$ cat config.mk
export PLATFORM = sky130hd
export DESIGN_NAME = sum_frame_accumulator
export DESIGN_NICKNAME = d
export VERILOG_FILES = /design/src/rtl/sum_frame_accumulator.sv
export SDC_FILE = /design/constraint.sdc
export NUM_CORES = 1
export LEC_CHECK = 0
export BUFFER_PORTS_ARGS = -buffer_cell sky130_fd_sc_hd__buf_2
export CORE_ASPECT_RATIO = 1.2
export CORE_UTILIZATION = 58
export DETAILED_ROUTE_END_ITERATION = 7
export PLACE_DENSITY = 0.88
export SYNTH_ARGS = -nofsm -noshare
export SYNTH_HDL_FRONTEND = slang
export SYNTH_SLANG_ARGS = --single-unit
$ cat constraint.sdc
create_clock -name clk -period 3.71 [get_ports clk]
set_input_delay 0.5565 -clock clk [delete_from_list [all_inputs] [get_ports clk]]
set_output_delay 0.5565 -clock clk [all_outputs]
set_load 0.03 [all_outputs]
$ cat src/rtl/sum_frame_accumulator.sv
// ============================================================================
// Module   : sum_frame_accumulator
// Purpose  : Sums FRAME_LEN adder results per frame and queues the frame
//            totals in a small FIFO. Optional saturation: SUM_FRAME_ACC_SAT_EN.
// Revision : 1.0
// ============================================================================
`default_nettype none

module sum_frame_accumulator #(
    parameter int DATA_W     = 9,
    parameter int ACC_W      = 12,
    parameter int FRAME_LEN  = 4,
    parameter int FIFO_DEPTH = 2
) (
    input  logic                             clk,
    input  logic                             rst,
    input  logic [DATA_W-1:0]                in_data,
    input  logic                             in_valid,
    output logic                             in_ready,
    input  logic                             flush,
    output logic [ACC_W-1:0]                 out_data,
    output logic [$clog2(FRAME_LEN+1)-1:0]   out_len,
    output logic                             out_ovf,
    output logic                             out_valid,
    input  logic                             out_ready
);

    localparam int LEN_W = $clog2(FRAME_LEN + 1);
    localparam int CNT_W = (FRAME_LEN > 1) ? $clog2(FRAME_LEN) : 1;
    localparam int PTR_W = $clog2(FIFO_DEPTH);

    typedef enum logic [0:0] {
        ST_INIT = 1'b0,
        ST_RUN  = 1'b1
    } state_t;

    state_t                 r_state;
    state_t                 w_state_next;

    logic [ACC_W-1:0]       r_acc;
    logic [CNT_W-1:0]       r_cnt;
    logic [ACC_W-1:0]       r_mem_data [FIFO_DEPTH];
    logic [LEN_W-1:0]       r_mem_len  [FIFO_DEPTH];
    logic [PTR_W-1:0]       r_wr_ptr;
    logic [PTR_W-1:0]       r_rd_ptr;
    logic [PTR_W:0]         r_count;

    logic                   w_full;
    logic                   w_accept;
    logic                   w_flush;
    logic                   w_last;
    logic                   w_push;
    logic                   w_pop;
    logic [ACC_W-1:0]       w_addend;
    logic [ACC_W-1:0]       w_total;
    logic                   w_ovf_total;
    logic [LEN_W-1:0]       w_push_len;

    // ------------------------------------------------------------------
    // Control FSM: one dead cycle after reset, then flow-controlled run
    // ------------------------------------------------------------------
    always_ff @(posedge clk) begin
        if (rst) begin
            r_state <= ST_INIT;
        end else begin
            r_state <= w_state_next;
        end
    end

    always_comb begin
        w_state_next = r_state;
        in_ready     = 1'b0;
        case (r_state)
            ST_INIT: w_state_next = ST_RUN;
            ST_RUN:  in_ready     = !w_full;
            default: w_state_next = ST_INIT;
        endcase
    end

    assign w_full     = (r_count == (PTR_W+1)'(FIFO_DEPTH));
    assign w_accept   = in_valid && in_ready;
    assign w_flush    = flush && in_ready;
    assign w_last     = w_accept && (r_cnt == CNT_W'(FRAME_LEN - 1));
    assign w_push     = w_last || (w_flush && ((r_cnt != '0) || w_accept));
    assign w_pop      = out_valid && out_ready;
    assign w_addend   = w_accept ? ACC_W'(in_data) : '0;
    assign w_push_len = LEN_W'(r_cnt) + LEN_W'(w_accept);

`ifdef SUM_FRAME_ACC_SAT_EN
    logic                   r_ovf;
    logic [ACC_W:0]         w_sum_ext;
    logic                   r_mem_ovf [FIFO_DEPTH];

    // Inputs are unsigned, so a carry out means the true sum passed the max
    assign w_sum_ext   = {1'b0, r_acc} + {1'b0, w_addend};
    assign w_total     = w_sum_ext[ACC_W] ? '1 : w_sum_ext[ACC_W-1:0];
    assign w_ovf_total = r_ovf | w_sum_ext[ACC_W];
    assign out_ovf     = r_mem_ovf[r_rd_ptr];

    always_ff @(posedge clk) begin
        if (rst) begin
            r_ovf <= 1'b0;
            for (int i = 0; i < FIFO_DEPTH; i++) begin
                r_mem_ovf[i] <= 1'b0;
            end
        end else begin
            if (w_push) begin
                r_ovf                <= 1'b0;
                r_mem_ovf[r_wr_ptr]  <= w_ovf_total;
            end else if (w_accept) begin
                r_ovf <= w_ovf_total;
            end
        end
    end
`else
    assign w_total     = r_acc + w_addend;
    assign w_ovf_total = 1'b0;
    assign out_ovf     = 1'b0;
`endif

    // ------------------------------------------------------------------
    // Frame accumulator
    // ------------------------------------------------------------------
    always_ff @(posedge clk) begin
        if (rst) begin
            r_acc <= '0;
            r_cnt <= '0;
        end else if (w_push) begin
            r_acc <= '0;
            r_cnt <= '0;
        end else if (w_accept) begin
            r_acc <= w_total;
            r_cnt <= r_cnt + CNT_W'(1);
        end
    end

    // ------------------------------------------------------------------
    // Result FIFO; storage is cleared so the head reads zero after reset
    // ------------------------------------------------------------------
    always_ff @(posedge clk) begin
        if (rst) begin
            r_wr_ptr <= '0;
            r_rd_ptr <= '0;
            r_count  <= '0;
            for (int i = 0; i < FIFO_DEPTH; i++) begin
                r_mem_data[i] <= '0;
                r_mem_len[i]  <= '0;
            end
        end else begin
            if (w_push) begin
                r_mem_data[r_wr_ptr] <= w_total;
                r_mem_len[r_wr_ptr]  <= w_push_len;
                r_wr_ptr             <= r_wr_ptr + PTR_W'(1);
            end
            if (w_pop) begin
                r_rd_ptr <= r_rd_ptr + PTR_W'(1);
            end
            if (w_push && !w_pop) begin
                r_count <= r_count + (PTR_W+1)'(1);
            end else if (w_pop && !w_push) begin
                r_count <= r_count - (PTR_W+1)'(1);
            end
        end
    end

    assign out_valid = (r_count != '0);
    assign out_data  = r_mem_data[r_rd_ptr];
    assign out_len   = r_mem_len[r_rd_ptr];

endmodule

`default_nettype wire

==> metrics.md <==
| Metric | Value |
|---|---|
| CTS tree | `done` |
| Routed vias | `1960` |
| First-pass iteration count of the detailed router | `5` |
| Largest net degree at the start of global routing | `20` |
| Clock sinks | `50` |
| WHS | `0.464 ns` |
| Port Buffer Count | `30` |
| Chip Width | `64.0 µm` |
| Register area share after synthesis | `48.7%` |
| Total I/O pin count | `32` |
| Number of synthesized flops with an enable pin | `30` |
| Net count, final | `314` |
| PD cells | `489 nW/µm²` |
| FF-to-FF setup slack | `0.62 ns` |
| Final setup TNS | `0 ns` |
| Synth Cell Area | `2670 µm²` |
| P_leak | `1.25 nW` |
| Slowest cell on the critical path | `fa_1` |
| Clock buffer depth | `2` |
| HPWL after DPL | `3.58 mm` |
| Initial Util | `61.8%` |
| Remaining DRCs | `0` |
| Highest Clock Rate | `0.323 GHz` |
| R2R Path Start | `r_count[0]` |
| WP data arrival | `3.15 ns` |
| Initial antenna violation count | `0` |
| Most frequent cell after synthesis | `nor2_1` |
| Layout cells sized above 1 | `21.3%` |
| Worst-Skew Late Latency | `0.31 ns` |
| Share of synthesized registers carrying an async set or reset | `0%` |
| Gp weighted congestion | `0.861` |
| VDD IR-drop max | `274 µV` |
| Yosys cell types | `43` |
| Post-DR wirelength/cell | `14.6 µm` |
| Hold Crit Class | `reg2reg` |
| Clock slew at the register clock pins of the worst setup and hold paths | `0.09 ns` |
| CP max FO | `15` |
| Period utilization | `83.4%` |
| CP max stage delay | `0.43 ns` |
| Core area | `4330 µm²` |
| # setup viols final | `0` |
| Root buffer cell | `clkbuf_8` |
| Antenna viol nets, final | `0` |
| RSZ-0062 raised after global routing | `false` |
| Crit. End Element | `register` |
| Synth warn | `0` |
| Slew Viols, Final | `0` |
| Postcts setup bufs | `0` |
| Die height | `76.4 µm` |
| Fin crit period | `3.09 ns` |
| Overflow after GRT | `0` |
| CP Class | `reg2reg` |
| Commonest cells post-synth | `32 x nor2_1, 30 x edfxtp_1, 25 x nand2_1, 20 x dfxtp_1, 15 x mux2_2` |
| WL final | `4.98 mm` |
| Crit-path cells | `nand2b_2 -> nand3_1 -> inv_1 -> and2_1 -> ha_1 -> fa_1 -> a211oi_1 -> o21ai_1 -> a31oi_1 -> xnor2_1 -> nor2_1` |
| Vias per std cell | `5.73` |
| Synth Instances | `259` |
| Final hold violations | `0` |
| Critical path required time | `3.77 ns` |
| Number of buffers created by CTS | `5` |
| Leading area contributor after synthesis | `edfxtp_1` |
| DR iter-0 viols | `80` |
| Layout area overhead | `9.88%` |
| Post-CTS Hold Buffers | `0` |
| Total global-route track usage | `22.5%` |
| Die Area | `4880 µm²` |
| R2R depth | `11` |
| Vias in the first global route | `1870` |
| Resize count post-CTS | `0` |
| RR Endpoint | `r_mem_data[0][8]` |
| Max-slew headroom | `56.7%` |
| N_diodes | `0` |
| Syn avg cell area | `10.3 µm²` |
| Least-Margin Pin Slew | `0.647 ns` |
| Top post-synthesis cells by area | `edfxtp_1 34%, dfxtp_1 15%, ha_1 6.6%` |
| Hold endpoint | `r_wr_ptr` |
| Post-synth top area share | `33.7%` |
| Row cnt | `26` |
| Ys flop type | `edfxtp_1` |
| Register bit count reported by yosys | `50` |
| Htree depth | `2` |
| First-pass GRT wire length | `8.51 mm` |
| Mapped Nets | `288` |
| Skew final | `0.00716 ns` |
| Worst hold stages | `2` |
| Startpoint type of the worst setup path | `register` |
| HP Start | `r_wr_ptr` |
| Status | `complete, no violations` |
| Number of max-cap violations | `0` |
## layout make-up
type                    instances  area, µm²
clock buffers                   5       68.8
clock inverters                 3       28.8
fillers                       305       1390
inverters                       5       18.8
multi-input cells             191       1280
flip-flops and latches         50       1300
well taps                      56       70.1
repair buffers                 32        165
## report_power, final
part | switching (mW) | internal [mW] | leakage (nW)
registers | 0.0472 | 0.634 | 0.474
logic | 0.260 | 0.162 | 0.730
clock network | 0.195 | 0.140 | 0.0502
## worst max-delay path by stage
stage	from	to	slack, ns	cells past startpoint
6_report	r_count[0]	r_mem_data[0][8]	0.62	11
5_1_grt	r_count[0]	r_mem_data[0][8]	0.43	11
4_1_cts	r_count[0]	r_mem_data[1][8]	0.63	11
3_5_place_dp	in_valid	r_mem_data[1][8]	0.51	11
3_3_place_gp	in_valid	r_mem_data[0][8]	0.61	11
2_1_floorplan	in_valid	r_mem_data[1][8]	0.76	11
## kinds of logic after synthesis
family	synth area share (%)
compound gates	9.18
mux	7.44
other cells	0.140
xor+xnor	4.26
fa+ha+maj	7.30
flops	48.7
simple gates	19.7
buf+inv	3.28
## sequential cells by signal (all words and copies together) (netlist names), named ones only
signal and count:
r_acc 12, r_cnt 2, r_count 2, r_mem_data 24, r_mem_len 6, r_rd_ptr 1
r_state 1, r_wr_ptr 1
## through the flow
step	utilization (%)	cells	setup WS, ns	power (mW)	area (µm²)
floorplan	-	259	0.764	1.02	2670
global placement	65.6	334	0.614	1.11	2840
detailed placement	65.6	334	0.510	1.12	2840
CTS	67.9	342	0.630	1.44	2940
global route	67.9	342	0.433	1.51	2940
finish	67.9	342	0.617	1.44	2940
## metal layers
| metal | up-vias | share of wire (%) | GRT usage, % |
|---|---|---|---|
| met5 | - | 0 | 0 |
| met4 | 0 | 2.8 | 13.0 |
| met2 | 63 | 51 | 36.7 |
| met3 | 11 | 4.7 | 3.44 |
| li1 | 968 | - | - |
| met1 | 918 | 42 | 28.0 |
## placed cells by master (no fill, tap or decap), types with 3 or more instances in the layout
master / n
nand2_1: 25
edfxtp_1: 30
buf_2: 30
clkbuf_8: 5
xnor2_1: 5
ha_1: 14
nor2_1: 32
or3_1: 5
mux2_2: 15
a211oi_1: 3
nor3_1: 3
and2_1: 11
nor3b_1: 4
and3_1: 11
o21ai_0: 9
o21a_1: 5
dfxtp_1: 20
inv_1: 5
xor2_1: 8
a21oi_1: 10
nand3_1: 3
mux2i_1: 3
a21o_1: 3
## critical path, delay by kind of cell, from the launching register on
kind | cells | cell delay [ns]
AO/OA/AOI/OAI | 3 | 0.82
XOR/XNOR | 1 | 0.19
adder cells (fa/ha/maj) | 2 | 0.64
buffers and inverters | 1 | 0.21
flip-flops | 1 | 0.35
AND/OR/NAND/NOR | 4 | 0.61
Power figures use the tool's default switching activity.
